## src/rtl/jesd204b_tx_link_ctrl.sv

```systemverilog
// JESD204B subclass-1 transmit link controller: LMFC tracking, CGS/ILAS/DATA
// sequencing and SYNC~ resync filtering for one link, 4 octets per clk.
module jesd204b_tx_link_ctrl #(
  parameter int LMFC_PERIOD = 8,
  parameter int SYNC_FILT   = 4
) (
  input  logic         clk,
  input  logic         reset,
  input  logic         sync_b_i,
  input  logic         sysref_i,
  input  logic [111:0] ilas_cfg_i,
  input  logic [31:0]  tx_data_i,
  output logic         tx_ready_o,
  output logic [31:0]  tx_data_o,
  output logic [3:0]   tx_charisk_o,
  output logic         lmfc_o,
  output logic [1:0]   state_o,
  output logic         sysref_misalign_o
);

  localparam int CW = (LMFC_PERIOD > 1) ? $clog2(LMFC_PERIOD) : 1;

  typedef enum logic [1:0] {CGS = 2'd0, ILAS = 2'd1, DATA = 2'd2} state_t;

  state_t        state, state_nx;
  logic [CW-1:0] lmfc_cnt;
  logic [1:0]    ilas_mf, mf_nx;
  logic          sysref_q, sysref_seen;
  logic [3:0]    filt_cnt;
  logic          sysref_edge, wrap, resync;
  logic [31:0]   ilas_word;
  logic [3:0]    ilas_k;

  assign sysref_edge = sysref_i && !sysref_q;
  assign wrap        = (lmfc_cnt == CW'(LMFC_PERIOD - 1));
  assign resync      = (state != CGS) && !sync_b_i && (filt_cnt == 4'(SYNC_FILT - 1));

  // ILAS word for the current multiframe/word; /A/ is applied last so it
  // wins over config octets when the multiframe is only four words long.
  always_comb begin
    ilas_word = '0;
    ilas_k    = '0;
    if (lmfc_cnt == '0) begin
      ilas_word[7:0] = 8'h1C;
      ilas_k[0]      = 1'b1;
    end
    if (ilas_mf == 2'd1) begin
      if (lmfc_cnt == '0) begin
        ilas_word[15:8]  = 8'h9C;
        ilas_k[1]        = 1'b1;
        ilas_word[31:16] = ilas_cfg_i[15:0];
      end else if (lmfc_cnt == CW'(1)) begin
        ilas_word = ilas_cfg_i[47:16];
      end else if (lmfc_cnt == CW'(2)) begin
        ilas_word = ilas_cfg_i[79:48];
      end else if (lmfc_cnt == CW'(3)) begin
        ilas_word = ilas_cfg_i[111:80];
      end
    end
    if (wrap) begin
      ilas_word[31:24] = 8'h7C;
      ilas_k[3]        = 1'b1;
    end
  end

  // Resync takes precedence over the ILAS->DATA hand-off.
  always_comb begin
    state_nx = state;
    mf_nx    = ilas_mf;
    case (state)
      CGS: begin
        if (wrap && sync_b_i && sysref_seen) begin
          state_nx = ILAS;
          mf_nx    = '0;
        end
      end
      ILAS: begin
        if (resync) begin
          state_nx = CGS;
          mf_nx    = '0;
        end else if (wrap) begin
          if (ilas_mf == 2'd3) begin
            state_nx = DATA;
            mf_nx    = '0;
          end else begin
            mf_nx = ilas_mf + 2'd1;
          end
        end
      end
      DATA: begin
        if (resync) state_nx = CGS;
      end
      default: begin
        state_nx = CGS;
        mf_nx    = '0;
      end
    endcase
  end

  always_ff @(posedge clk) begin
    if (reset) begin
      state             <= CGS;
      lmfc_cnt          <= '0;
      ilas_mf           <= '0;
      sysref_q          <= 1'b0;
      sysref_seen       <= 1'b0;
      filt_cnt          <= '0;
      tx_data_o         <= 32'hBCBCBCBC;
      tx_charisk_o      <= 4'hF;
      tx_ready_o        <= 1'b0;
      lmfc_o            <= 1'b0;
      state_o           <= 2'd0;
      sysref_misalign_o <= 1'b0;
    end else begin
      state    <= state_nx;
      ilas_mf  <= mf_nx;
      sysref_q <= sysref_i;

      if (sysref_edge) begin
        lmfc_cnt    <= '0;
        sysref_seen <= 1'b1;
      end else begin
        lmfc_cnt <= wrap ? '0 : lmfc_cnt + CW'(1);
      end
      sysref_misalign_o <= sysref_edge && sysref_seen && !wrap;
      lmfc_o            <= sysref_edge || wrap;

      if (state == CGS || sync_b_i || resync) filt_cnt <= '0;
      else                                    filt_cnt <= filt_cnt + 4'd1;

      // Output word reflects this clk's state; ready leads state_o by one clk
      // because it marks the clk in which tx_data_i is captured.
      state_o    <= state;
      tx_ready_o <= (state_nx == DATA);
      case (state)
        ILAS: begin
          tx_data_o    <= ilas_word;
          tx_charisk_o <= ilas_k;
        end
        DATA: begin
          tx_data_o    <= tx_data_i;
          tx_charisk_o <= 4'h0;
        end
        default: begin
          tx_data_o    <= 32'hBCBCBCBC;
          tx_charisk_o <= 4'hF;
        end
      endcase
    end
  end

endmodule

```

## config.mk

```make
export PLATFORM = sky130hd
export DESIGN_NAME = jesd204b_tx_link_ctrl
export DESIGN_NICKNAME = d
export VERILOG_FILES = /design/src/rtl/jesd204b_tx_link_ctrl.sv
export SDC_FILE = /design/constraint.sdc
export NUM_CORES = 1
export LEC_CHECK = 0
export BUFFER_PORTS_ARGS = -buffer_cell sky130_fd_sc_hd__buf_4
export CAP_MARGIN = 20
export CORE_MARGIN = 3
export CORE_UTILIZATION = 39
export CTS_BUF_LIST = sky130_fd_sc_hd__clkbuf_2
export DETAILED_ROUTE_END_ITERATION = 16
export PLACE_DENSITY = 0.83
export SETUP_SLACK_MARGIN = 0.5
export SYNTH_ARGS = -nofsm -noshare
export SYNTH_HDL_FRONTEND = slang
export SYNTH_SLANG_ARGS = --single-unit
```

## constraint.sdc

```tcl
create_clock -name clk -period 1.55 [get_ports clk]
set_input_delay 0.2325 -clock clk [delete_from_list [all_inputs] [get_ports clk]]
set_output_delay 0.2325 -clock clk [all_outputs]
set_load 0.02 [all_outputs]
```

# [Yosys cells after proc, flatten, opt, wreduce, memory -nomap -nowiden]
# Index checks and enable logic that the tools add are counted.
# W data, S select, Z words.
[totals] ff_bits=54 out_inout_bits=41 wordCells=71 input_bits=148
[classes] n_eq_ne=12 n_reduce_logical=19 n_addsub=3 n_bitwise=1 mux=24
[op_table] operator="$mux W32" n=4
[op_table] operator="$pmux W32 S2" n=1
[op_table] operator="$mux W24" n=1
[op_table] operator="$mux W2" n=9
[op_table] operator="$mux W8" n=2
[op_table] operator="$pmux W2 S3" n=2
[op_table] operator="$pmux W4 S2" n=1
[op_table] operator="$logic_and A1 B1 Y1" n=7
[op_table] operator="$eq A2 B2 Y1 const B" n=3
[op_table] operator="$eq A3 B2 Y1 const B" n=2
[op_table] operator="$mux W5" n=1
[op_table] operator="$add A4 B1 Y4 const B" n=1
[op_table] operator="$eq A2 B1 Y1 const B" n=2
[op_table] operator="$eq A4 B2 Y1 const B" n=1
[op_table] operator="$add A3 B1 Y3 const B" n=1
[op_table] operator="$eq A3 B1 Y1 const B" n=1
[op_table] operator="$eq A3 B3 Y1 const B" n=1
[op_table] operator="$logic_not A1 Y1" n=3
[op_table] operator="$logic_not A3 Y1" n=1
[op_table] operator="$logic_or A1 B1 Y1" n=3
[op_table] operator="$mux W1" n=3
[op_table] operator="$ne A3 B3 Y1 const B" n=1
[op_table] operator="$reduce_and A3 Y1" n=1
[op_table] operator="$reduce_or A3 Y1" n=1
[op_table] operator="other kinds (6)" n=6

# [Longest topological paths before layout]
[depth] depth_word=9 ltp_mapped=8 mapped_depth_nobuf=7

# [Worst setup path before layout]
# No wires, ideal clock.
[synth_path] path_kind="flip-flop to flip-flop" startpoint="register lmfc_cnt[2]" endpoint="register tx_data_o[21]" arrival_time_ps=1556 period_less_slack_ps=1677 required_ps=1429 setup_time_ps=121 slack_ps=-127 path_buffers=2 path_stages_with_launch=8 cell_sequence="dfxtp_1 > buf_4 > clkinv_1 > ha_1 > clkbuf_1 > and3_1 > a211oi_1 > o21ai_1"
[synth_between] elab_chain_len=7 word_cells_on_any_way=10 classes_between="eq/ne (3); mux (6); reduce/logical (1)"
[synth_rtl] item="start, declared" line="26" rtl="logic [CW-1:0] lmfc_cnt;"
[synth_rtl] item="start signal, assigned" line="123" rtl="lmfc_cnt <= wrap ? '0 : lmfc_cnt + CW'(1);"
[synth_rtl] item="$eq A3 B2 Y1" line="56" rtl="end else if (lmfc_cnt == CW'(3)) begin"
[synth_rtl] item="$mux W32" line="56"
[synth_rtl] item="$mux W32" line="54" rtl="end else if (lmfc_cnt == CW'(2)) begin"
[synth_rtl] item="$mux W32" line="52" rtl="end else if (lmfc_cnt == CW'(1)) begin"
[synth_rtl] item="$mux W24 (*)" line="48" rtl="if (lmfc_cnt == '0) begin"
[synth_rtl] item="$mux W32 (*)" line="47" rtl="if (ilas_mf == 2'd1) begin"
[synth_rtl] item="$pmux W32 S2 (*)" line="135" rtl="case (state)"
[synth_rtl] item="end signal, assigned" line="137" rtl="tx_data_o <= ilas_word;"
[synth_rtl] item="end signal, assigned" line="141" rtl="tx_data_o <= tx_data_i;"
[synth_rtl] item="end, declared" line="14" rtl="output logic [31:0] tx_data_o,"
# Mark *: on every way between the ends. The rest lies on a longest branch, timed or not.
# A chain may end at the register's enable or synchronous reset.

# [Final worst setup path]
[layout_path] startpoint="register lmfc_cnt[0]" endpoint="register tx_data_o[24]"
[layout_between] elab_chain_len=8 word_cells_on_any_way=12 classes_between="eq/ne (4); mux (7); reduce/logical (1)"
[layout_rtl] item="$eq A3 B2 Y1" line="56"
[layout_rtl] item="$mux W32" line="56"
[layout_rtl] item="$mux W32" line="54"
[layout_rtl] item="$mux W32" line="52"
[layout_rtl] item="$mux W24" line="48"
[layout_rtl] item="$mux W32" line="47"
[layout_rtl] item="$mux W8 (*)" line="60" rtl="if (wrap) begin"
[layout_rtl] item="$pmux W32 S2 (*)" line="135"
# Marked as above.

==> metrics.txt <==
status=complete, but fails checks; failing checks=hold timing, setup timing; hpwl dp=9.34 mm; Critical Path Sink Type=flop; WL/cell=~24 um; Tightest Pin Transition=0.340 ns; final setup TNS=-2.22 ns; hold path endpoint=tx_data_o[21]$_SDFF_PP1_; CTS tree=built; vias per inst=6.01; register-to-register setup slack=-0.19 ns; clock buffer depth=2; largest net degree at the start of global routing=22; Tot GR Track Use=0.310; sequential area share after synthesis=0.375; RSZ-0062 raised after global routing=yes; DRT antenna net count=0; CTS buffer count=5; worst hold start=tx_data_i[21]; Mapped Nets=514; die extent in y=just over 90 um; met2 routed WL=between 8 and 9 mm; initial DRC count=between 500 and 600; Slew Viols, Final=0; # rows=30; f_max=approximately 0.57 GHz; total die area=8470 um^2; Startpoint Class=flop; CTS H-tree lvls=2; antenna violations before repair=0; Post-synth ARST share=0; fraction of layout cells with a size suffix above 1=0.649; DRT Wirelength=16.8 mm; number of synthesized register bits=54; reg2reg path depth=7; Hold WS=-0.0151 ns; Initial Util=0.413; clock-pin slew on the worst setup and hold paths=0.31 ns; hold depth=3; critical path class=flop to flop; skew final=0.0239 ns; residual DRC count=0; fin crit share=1.12; r2r startpoint=lmfc_cnt[0]$_SDFF_PP0_; commonest cells after routing, fill and taps aside=181 x buf_4, 52 x buf_6, 42 x dfxtp_2; post-synthesis cell type count=46; Max VDD drop=0.339 mV; r2r endpoint=tx_data_o[24]$_SDFF_PP0_; Hold Crit Class=primary input to flop; ys flop type=dfxtp_1; Crit path largest cell delay=0.45 ns; crit path max fanout=5; routed metal-1 wire length=just under 6 mm; area grow syn2layout=111%; mean area per synthesized cell=between 8 and 9 um^2; post-synth design cell area=2890 um^2; first-pass GRT wire length=slightly above 20 mm; fin crit period=~1.7 ns; met3 wire length=1.66 mm; leading cell type in the layout, fill and taps excluded=buf_4; max cap viols=0; Cells after Synth=between 300 and 400; CP required=slightly below 2 ns; worst skew pair latency=0.48 ns; routed via count=4235; DIE WIDTH=92.0 um; Final setup viols=35; Synth warnings=0; # port buffers=188; Crit path top cell by count=ha_4; core area=6980 um^2; Slew headroom=0.773; Power Total=0.00300 W; Clock Root Buffer=clkbuf_2; DR top layer=met4; slowest stage cell, crit path=dfxtp_4; CP Data Arrival Time=2.15 ns; vias in the first global route=approximately 4k; Leak=2.62 nW; # IOs=189; CTS sink count=54; final hold violations=2; Congestion Overflow GR=0; Layout Nets=771; CP Cell Sequence=ha_4, ha_4, buf_4, buf_6, nor2_4, o2111ai_2, o21ai_1; Antenna Cells=0; number of iterations in the first detailed-routing pass=5; Power Density=494 nW/um^2; routability cong.=0.898; number of synthesized flops with an enable pin=0; worst setup margin=-0.193 ns
-- flip-flops by register name, indices dropped and copies added, names as in the netlist --
register,count
tx_data_o,32
state,2
tx_ready_o,1
ilas_mf,2
lmfc_o,1
sysref_seen,1
lmfc_cnt,3
state_o,2
filt_cnt,4
sysref_q,1
sysref_misalign_o,1
tx_charisk_o,4
-- worst max path at each step --
stage	cells after the start	slack, ns	start	endpoint
floorplan	7	0.09	lmfc_cnt[0]$_SDFF_PP0_	tx_data_o[30]$_SDFF_PP0_
global placement	7	-0.0004	state[0]$_SDFF_PP0_	tx_data_o[27]$_SDFF_PP1_
detailed placement	6	-0.03	lmfc_cnt[0]$_SDFF_PP0_	tx_data_o[13]$_SDFF_PP1_
CTS	7	-0.02	lmfc_cnt[1]$_SDFF_PP0_	tx_data_o[24]$_SDFF_PP0_
global route	7	-0.19	lmfc_cnt[0]$_SDFF_PP0_	tx_data_o[24]$_SDFF_PP0_
finish	7	-0.19	lmfc_cnt[0]$_SDFF_PP0_	tx_data_o[24]$_SDFF_PP0_
-- stage by stage --
| stage | std cells | utilization | area (um^2) | hold slack (ns) | setup WS (ns) |
|---|---|---|---|---|---|
| floorplan | 352 | - | 3200 | 0.344 | 0.0936 |
| global route | 705 | 0.870 | 6080 | 0.00168 | -0.192 |
| global placement | 642 | 0.690 | 4810 | 0.435 | -0.000374 |
| CTS | 675 | 0.796 | 5560 | 0.00137 | -0.0197 |
| finish | 705 | 0.870 | 6080 | -0.0151 | -0.193 |
| detailed placement | 642 | 0.690 | 4810 | 0.446 | -0.0328 |
-- cell usage after synthesis, types with 3 or more instances --
cell	instances	area, um^2
nand2b_1	4	25.0
o221ai_1	9	78.8
ha_1	14	175
nand2_1	22	82.6
o31ai_1	3	22.5
buf_2	12	60.1
a21boi_0	3	22.5
o21ai_1	9	45.0
nand3_1	13	65.1
nor2b_1	6	37.5
dfxtp_1	54	1080
a22oi_1	13	97.6
a31oi_1	4	25.0
o211ai_1	4	30.0
a211oi_1	11	82.6
inv_1	16	60.1
a221o_1	5	50.1
a221oi_1	6	52.6
o21ai_0	21	105
nor2_1	22	82.6
a21o_1	7	52.6
clkbuf_1	13	48.8
and3_1	16	100
a21oi_1	39	195
-- metal layers --
metal,vias up,track usage
met5,-,0
met4,0,0.127
met3,94,0.0722
met2,362,0.571
met1,1961,0.339
li1,1818,-
-- timing repair --
item / in CTS / in global routing
gates cloned: 1 / 2
buffers inserted: 10 / 13
gates resized for setup: 136 / 55
pin swaps: 17 / 20
hold buffers: 15 / 15
hold endpoints to repair: 13 / 13
endpoints found under the setup margin: 91 / 91
-- cell families after synthesis --
group | count (synthesis) | share of synthesized area
buffers and inverters | 44 | 0.0637
flip-flops | 54 | 0.375
adder cells (fa/ha/maj) | 14 | 0.0607
AO/OA/AOI/OAI | 144 | 0.329
XOR/XNOR | 2 | 0.00607
AND/OR/NAND/NOR | 94 | 0.166
-- area by class of cell --
type,instances,area (um^2)
multi-input combinational,255,2210
clock buffer,5,25.0
fill,313,906
tap,96,120
sequential,54,1150
timing repair buffer,275,2440
clock inverter,2,33.8
inverter,18,92.6
-- critical path, delay by kind of cell, from the launching register on --
family	cells	cell delay (ns)
flip-flops	1	0.45
adder cells (fa/ha/maj)	2	0.41
AO/OA/AOI/OAI	2	0.39
buffers and inverters	2	0.27
AND/OR/NAND/NOR	1	0.17
-- report_power, final --
group | switching (W) | internal, W
registers | 0.0000170 | 0.00140
clock network | 0.000500 | 0.000258
logic | 0.000354 | 0.000476
total | 0.000871 | 0.00213
Note: power is estimated with default switching activity, not from simulation.
